[src/rtl/bcd_pkg.sv]
// Shared BCD digit type, digit limits and per-digit helper functions for the
// multi-digit up/down BCD counter.
package bcd_pkg;

  typedef logic [3:0] bcd_digit_t;

  localparam bcd_digit_t BCD_MAX = 4'd9;
  localparam bcd_digit_t BCD_MIN = 4'd0;

  function automatic bcd_digit_t bcd_clamp(input bcd_digit_t d);
    return (d > BCD_MAX) ? BCD_MAX : d;
  endfunction

  function automatic logic bcd_is_legal(input bcd_digit_t d);
    return (d <= BCD_MAX) ? 1'b1 : 1'b0;
  endfunction

endpackage

[src/rtl/bcd_updown_counter_if.sv]
// Control/data bundle between a BCD counter stage and whatever drives it.
interface bcd_updown_counter_if #(
  parameter int NUM_DIGITS = 4
);
  logic                      clr;
  logic                      load;
  logic [4*NUM_DIGITS-1:0]   load_val;
  logic                      cin;
  logic                      up;
  logic [4*NUM_DIGITS-1:0]   q;
  logic                      cout;
  logic                      load_err;

  modport master (
    output clr, load, load_val, cin, up,
    input  q, cout, load_err
  );

  modport slave (
    input  clr, load, load_val, cin, up,
    output q, cout, load_err
  );
endinterface

[src/rtl/bcd_digit.sv]
// One BCD digit register: clear, clamped load, and wrapping increment/decrement.
module bcd_digit
  import bcd_pkg::*;
(
  input  logic       clk,
  input  logic       rst,
  input  logic       inc,
  input  logic       dec,
  input  logic       load,
  input  logic       clr,
  input  bcd_digit_t d,
  output bcd_digit_t q,
  output logic       is_max,
  output logic       is_min
);

  bcd_digit_t r_q;

  always_ff @(posedge clk or posedge rst) begin
    if (rst) begin
      r_q <= BCD_MIN;
    end else if (clr) begin
      r_q <= BCD_MIN;
    end else if (load) begin
      r_q <= bcd_clamp(d);
    end else if (inc) begin
      r_q <= (r_q == BCD_MAX) ? BCD_MIN : r_q + 4'd1;
    end else if (dec) begin
      r_q <= (r_q == BCD_MIN) ? BCD_MAX : r_q - 4'd1;
    end else begin
      r_q <= r_q;
    end
  end

  assign q      = r_q;
  assign is_max = (r_q == BCD_MAX);
  assign is_min = (r_q == BCD_MIN);

endmodule

[src/rtl/bcd_updown_counter.sv]
// Cascadable NUM_DIGITS-digit BCD up/down counter with combinational carry/borrow.
// Optional BCD_UPDOWN_COUNTER_SATURATE_EN: hold at all 9s / all 0s instead of wrapping.
module bcd_updown_counter
  import bcd_pkg::*;
#(
  parameter int NUM_DIGITS = 4
) (
  input logic                clk,
  input logic                rst,
  bcd_updown_counter_if.slave bus
);

  localparam int W = 4 * NUM_DIGITS;

  logic [NUM_DIGITS-1:0] w_is_max;
  logic [NUM_DIGITS-1:0] w_is_min;
  logic [NUM_DIGITS-1:0] w_inc;
  logic [NUM_DIGITS-1:0] w_dec;
  logic [NUM_DIGITS-1:0] w_illegal;
  logic [W-1:0]          w_q;
  logic                  w_all_max;
  logic                  w_all_min;
  logic                  w_count;
  logic                  w_step_up;
  logic                  w_step_dn;
  logic                  r_load_err;

  assign w_all_max = &w_is_max;
  assign w_all_min = &w_is_min;
  assign w_count   = bus.cin & ~bus.load & ~bus.clr;

`ifdef BCD_UPDOWN_COUNTER_SATURATE_EN
  assign w_step_up = w_count &  bus.up & ~w_all_max;
  assign w_step_dn = w_count & ~bus.up & ~w_all_min;
`else
  assign w_step_up = w_count &  bus.up;
  assign w_step_dn = w_count & ~bus.up;
`endif

  // A digit steps only when every lower digit sits at its terminal value.
  for (genvar k = 0; k < NUM_DIGITS; k++) begin : g_digit
    if (k == 0) begin : g_lsd
      assign w_inc[k] = w_step_up;
      assign w_dec[k] = w_step_dn;
    end else begin : g_upper
      assign w_inc[k] = w_step_up & (&w_is_max[k-1:0]);
      assign w_dec[k] = w_step_dn & (&w_is_min[k-1:0]);
    end

    assign w_illegal[k] = ~bcd_is_legal(bus.load_val[4*k +: 4]);

    bcd_digit u_digit (
      .clk    (clk),
      .rst    (rst),
      .inc    (w_inc[k]),
      .dec    (w_dec[k]),
      .load   (bus.load),
      .clr    (bus.clr),
      .d      (bus.load_val[4*k +: 4]),
      .q      (w_q[4*k +: 4]),
      .is_max (w_is_max[k]),
      .is_min (w_is_min[k])
    );
  end

  // Flags a clamped load for exactly the cycle after it; clear masks the load.
  always_ff @(posedge clk or posedge rst) begin
    if (rst) begin
      r_load_err <= 1'b0;
    end else if (bus.clr) begin
      r_load_err <= 1'b0;
    end else if (bus.load) begin
      r_load_err <= |w_illegal;
    end else begin
      r_load_err <= 1'b0;
    end
  end

  // Terminal-value carry stays combinational so stages cascade without latency.
  assign bus.cout     = w_count & ~rst & (bus.up ? w_all_max : w_all_min);
  assign bus.q        = w_q;
  assign bus.load_err = r_load_err;

endmodule

[src/flat_wrapper.sv]
// flat-port wrapper written by rule: the top's interface ports become plain ports
module bcd_updown_counter_flat import bcd_pkg::*;
#(
  parameter int NUM_DIGITS = 4
)
  (clk, rst, bus_clr, bus_load, bus_load_val, bus_cin, bus_up, bus_q, bus_cout, bus_load_err);
  bcd_updown_counter_if #(.NUM_DIGITS(NUM_DIGITS)) bus_i ();
  input logic clk;
  input logic rst;
  input wire logic [$bits(bus_i.clr)-1:0] bus_clr;
  input wire logic [$bits(bus_i.load)-1:0] bus_load;
  input wire logic [$bits(bus_i.load_val)-1:0] bus_load_val;
  input wire logic [$bits(bus_i.cin)-1:0] bus_cin;
  input wire logic [$bits(bus_i.up)-1:0] bus_up;
  output wire logic [$bits(bus_i.q)-1:0] bus_q;
  output wire logic [$bits(bus_i.cout)-1:0] bus_cout;
  output wire logic [$bits(bus_i.load_err)-1:0] bus_load_err;
  assign bus_i.clr = bus_clr;
  assign bus_i.load = bus_load;
  assign bus_i.load_val = bus_load_val;
  assign bus_i.cin = bus_cin;
  assign bus_i.up = bus_up;
  assign bus_q = bus_i.q;
  assign bus_cout = bus_i.cout;
  assign bus_load_err = bus_i.load_err;
  bcd_updown_counter #(.NUM_DIGITS(NUM_DIGITS)) u_core (.clk(clk), .rst(rst), .bus(bus_i));
endmodule
[config.mk]
export PLATFORM = sky130hd
export DESIGN_NAME = bcd_updown_counter_flat
export DESIGN_NICKNAME = d
export VERILOG_FILES = /design/src/rtl/bcd_pkg.sv /design/src/rtl/bcd_updown_counter_if.sv /design/src/rtl/bcd_digit.sv /design/src/rtl/bcd_updown_counter.sv /design/src/flat_wrapper.sv
export SDC_FILE = /design/constraint.sdc
export NUM_CORES = 1
export LEC_CHECK = 0
export BUFFER_PORTS_ARGS = -buffer_cell sky130_fd_sc_hd__buf_4
export CAP_MARGIN = 20
export CORE_MARGIN = 10
export CORE_UTILIZATION = 45
export CTS_CLUSTER_SIZE = 28
export DETAILED_ROUTE_END_ITERATION = 16
export HOLD_SLACK_MARGIN = 0.08
export PLACE_DENSITY = 0.7
export SYNTH_ARGS = -nofsm -noshare
export SYNTH_HDL_FRONTEND = slang
export SYNTH_SLANG_ARGS = --single-unit
[constraint.sdc]
create_clock -name clk -period 6.27 [get_ports clk]
set_input_delay 1.254 -clock clk [delete_from_list [all_inputs] [get_ports clk]]
set_output_delay 1.254 -clock clk [all_outputs]
set_load 0.01 [all_outputs]
==> key figures <==
Timing
  • Setup TNS: 0 ns
  • Min Tclk post-route: 3.78 ns
  • Fin crit share: 0.603
  • Skew final: 0.00567 ns
  • Slew margin rel.: 0.524
  • Final Hold Viols: 0
  • Setup ws final: 2.49 ns
  • Final slew viol count: 0
  • RSZ-0062 raised after global routing: no
  • Final setup viols: 0
  • Highest clock rate: 264 MHz
  • Slew @ Worst Pin: 0.713 ns

Logic synthesis
  • Yosys top cell area share: 0.230
  • Synthesis-stage register bit count: 17
  • Synth area leader: dfrtp_1
  • Synth unique cells: 49
  • Yosys warns: 0
  • Mapped Cells: 238
  • Ys async rst share: 1.00
  • Synthesized area per cell: 7.77 um^2
  • Synth Net Count: 274
  • Synth top area cells: dfrtp_1, ha_1, o21ai_0
  • Ys flop type: dfrtp_1
  • Sequential area share after synthesis: 0.230
  • Mapped Area: 0.00185 mm^2
  • Number of synthesized flops with an enable pin: 0

CTS
  • Hold buffer count at cts: 0
  • H-tree levels: 1
  • Clock Sinks: 17
  • CTS buffer count: 3
  • CTS Buffer Depth: 2
  • CTS resizes: 0
  • Setup Fix Bufs, Post-CTS: 0
  • CTS tree: done
  • CTS Root Cell: clkbuf_8
  • Clock Pin Slew Worst Setup and Hold Paths: 0.08 ns
  • Worst-skew pair later-pin latency: 0.27 ns

Drt
  • Met2 wire len: 2540 um
  • Initial DRC count: 102
  • Top Layer Used: met4
  • DRT Pass-1 Iters: 4
  • Routed met1 length: 2410 um
  • Final ANT Viol Nets: 0
  • DR vias/cell: 6.00
  • Wire per inst: 16.4 um
  • Routed via count: 1,915
  • # DRC: 0
  • Met3 wire length: 226 um
  • Drt total wl: 5240 um

Pwr
  • Sw Pwr: 137 uW
  • Power density cells: 166 mW/mm^2
  • Internal: 227 uW
  • Combinational share of power: 0.376
  • Flop pwr share: 0.381
  • Clock Power Share: 0.243
  • VDD IR max: 78.4 uV
  • Switching Fraction: 0.377
  • Leak: 0.000948 uW

Setup path
  • Startpoint Class: register
  • Crit Path Max Fanout: 7
  • CP Data Required Time: 5.02 ns
  • R2R Path Start: u_core.g_digit[0].u_digit.q[1]
  • Worst endpoint data arrival time: 2.53 ns
  • Reg2reg path depth: 6
  • R2R Setup Slk: 3.88 ns
  • Worst Setup End Kind: output port
  • Crit path kind: reg2out
  • R2R Path End: u_core.g_digit[3].u_digit.q[3]

Worst hold path
  • Worst Hold Depth: 2
  • Hold path endpoint: u_core.g_digit[1].u_digit.q[0]
  • Worst hold path class: reg2reg
  • Critical hold path startpoint: u_core.g_digit[1].u_digit.q[0]

Floorplan
  • FP Rows: 23
  • Initial Util: 0.462
  • Core box area: 0.00400 mm^2
  • Die Y: 84.1 um
  • Die area: 0.00707 mm^2
  • Die Wd: 84.1 um
  • Ports: 40

Placement
  • DP Wirelength: 4020 um
  • PortBufs: 39
  • Worst slack at placement: 2.65 ns
  • Routability cong.: 0.913

Finish
  • Most frequent cells in the layout: buf_4, nor2_1, o21ai_0
  • Multi-input gate area in the final layout: 0.00131 mm^2
  • Seq. cell area: 425 um^2
  • Most common cell after layout, fill and taps aside: buf_4
  • # diodes: 0
  • Layout area overhead: 18.6%
  • Nets: 306
  • Share of cells above drive strength 1: 0.204
  • # fillers: 388

Run status
  • Outcome: complete, no violations

GRT
  • First-pass GRT wire length: 9020 um
  • Number of global-route vias before repair: 1,872
  • GR Overflow Total: 0
  • Gr usage total: 0.146
  • Largest net degree at the start of global routing: 29
  • Initial antenna violation count: 0

Run
  • Max-cap violation count: 0
## per-layer routing
metal  up-vias  GRT usage
met4         0     0.0411
met3         5     0.0234
met1       922      0.185
met5         -          0
li1        944          -
met2        44      0.247
## how the worst max path moves through the flow
stage,from,endpoint,slack (ns),cells after the start
final,u_core.g_digit[0].u_digit.q[1],bus_cout,2.49,8
after global routing,u_core.g_digit[0].u_digit.q[0],bus_cout,2.24,8
after CTS,u_core.g_digit[1].u_digit.q[0],bus_cout,2.51,8
after detailed placement,bus_load,bus_cout,2.65,4
after global placement,bus_load,bus_cout,2.66,4
after floorplan,bus_load,bus_cout,2.81,3
## synthesized netlist by cell type, types with 2 or more instances
master / n
ha_1: 14
mux2i_1: 2
nand2b_1: 11
nor2_1: 24
clkbuf_1: 6
nand3b_1: 9
a311oi_1: 2
o21bai_1: 2
or3b_2: 2
a41oi_1: 2
o211ai_1: 2
or3_1: 2
and3_1: 2
nor3_1: 4
a221oi_1: 3
or2_2: 3
o31ai_1: 2
dfrtp_1: 17
nand2_1: 16
nor2b_1: 3
a31oi_1: 6
a221o_1: 4
a21oi_1: 11
o41ai_1: 2
inv_1: 16
nand3_1: 14
o21ai_0: 21
nor3b_1: 3
a22o_1: 2
nor4b_1: 3
or3b_1: 2
a211oi_1: 6
buf_2: 4
## worst max-delay path, cell delays in order (launching register included)
cell and delay, ns:
dfrtp_1 0.46, inv_1 0.13, ha_1 0.22, nand3b_1 0.27
or2_2 0.41, nor2_1 0.13, a31oi_1 0.10, nor4b_1 0.35
buf_4 0.19
## stage by stage
stage	total power (uW)	cell area (um^2)	util	hold WS [ns]	cells
5_1_grt	389	2190	0.548	0.678	319
3_3_place_gp	277	2150	0.537	0.619	315
3_5_place_dp	277	2150	0.537	0.622	315
6_report	365	2190	0.548	0.633	319
4_1_cts	365	2190	0.548	0.634	319
2_1_floorplan	230	1850	-	0.609	238
## flip-flops by register name, indices dropped and copies added, names as in the netlist
| name | flops |
|---|---|
| u_core.bus.load_err | 1 |
| u_core.g_digit.u_digit.q | 16 |
## power groups by stage
stage	registers, uW	logic, uW	clock network, uW
floorplan	137	92.6	0
global placement	141	136	0
detailed placement	141	136	0
CTS	139	137	88.7
global route	142	155	92.5
finish	139	137	88.7
## area by class of cell
cell class                      count  share of cell area
Clock buffer                        3              0.0188
Clock inverter                      1             0.00228
Inverter                           16              0.0274
Multi-Input combinational cell    193               0.596
Sequential cell                    17               0.194
Tap cell                           50              0.0285
Timing Repair Buffer               39               0.133
## kinds of logic (layout without fill, tap and decap cells)
| group | count (synthesis) | in the layout | synth area share |
|---|---|---|---|
| AO/OA/AOI/OAI | 73 | 73 | 0.269 |
| adder cells (fa/ha/maj) | 14 | 14 | 0.0947 |
| buffers and inverters | 28 | 59 | 0.0636 |
| flip-flops | 17 | 17 | 0.230 |
| multiplexers | 2 | 2 | 0.0108 |
| AND/OR/NAND/NOR | 104 | 104 | 0.332 |
No activity file was read; power rests on OpenSTA's default activity.
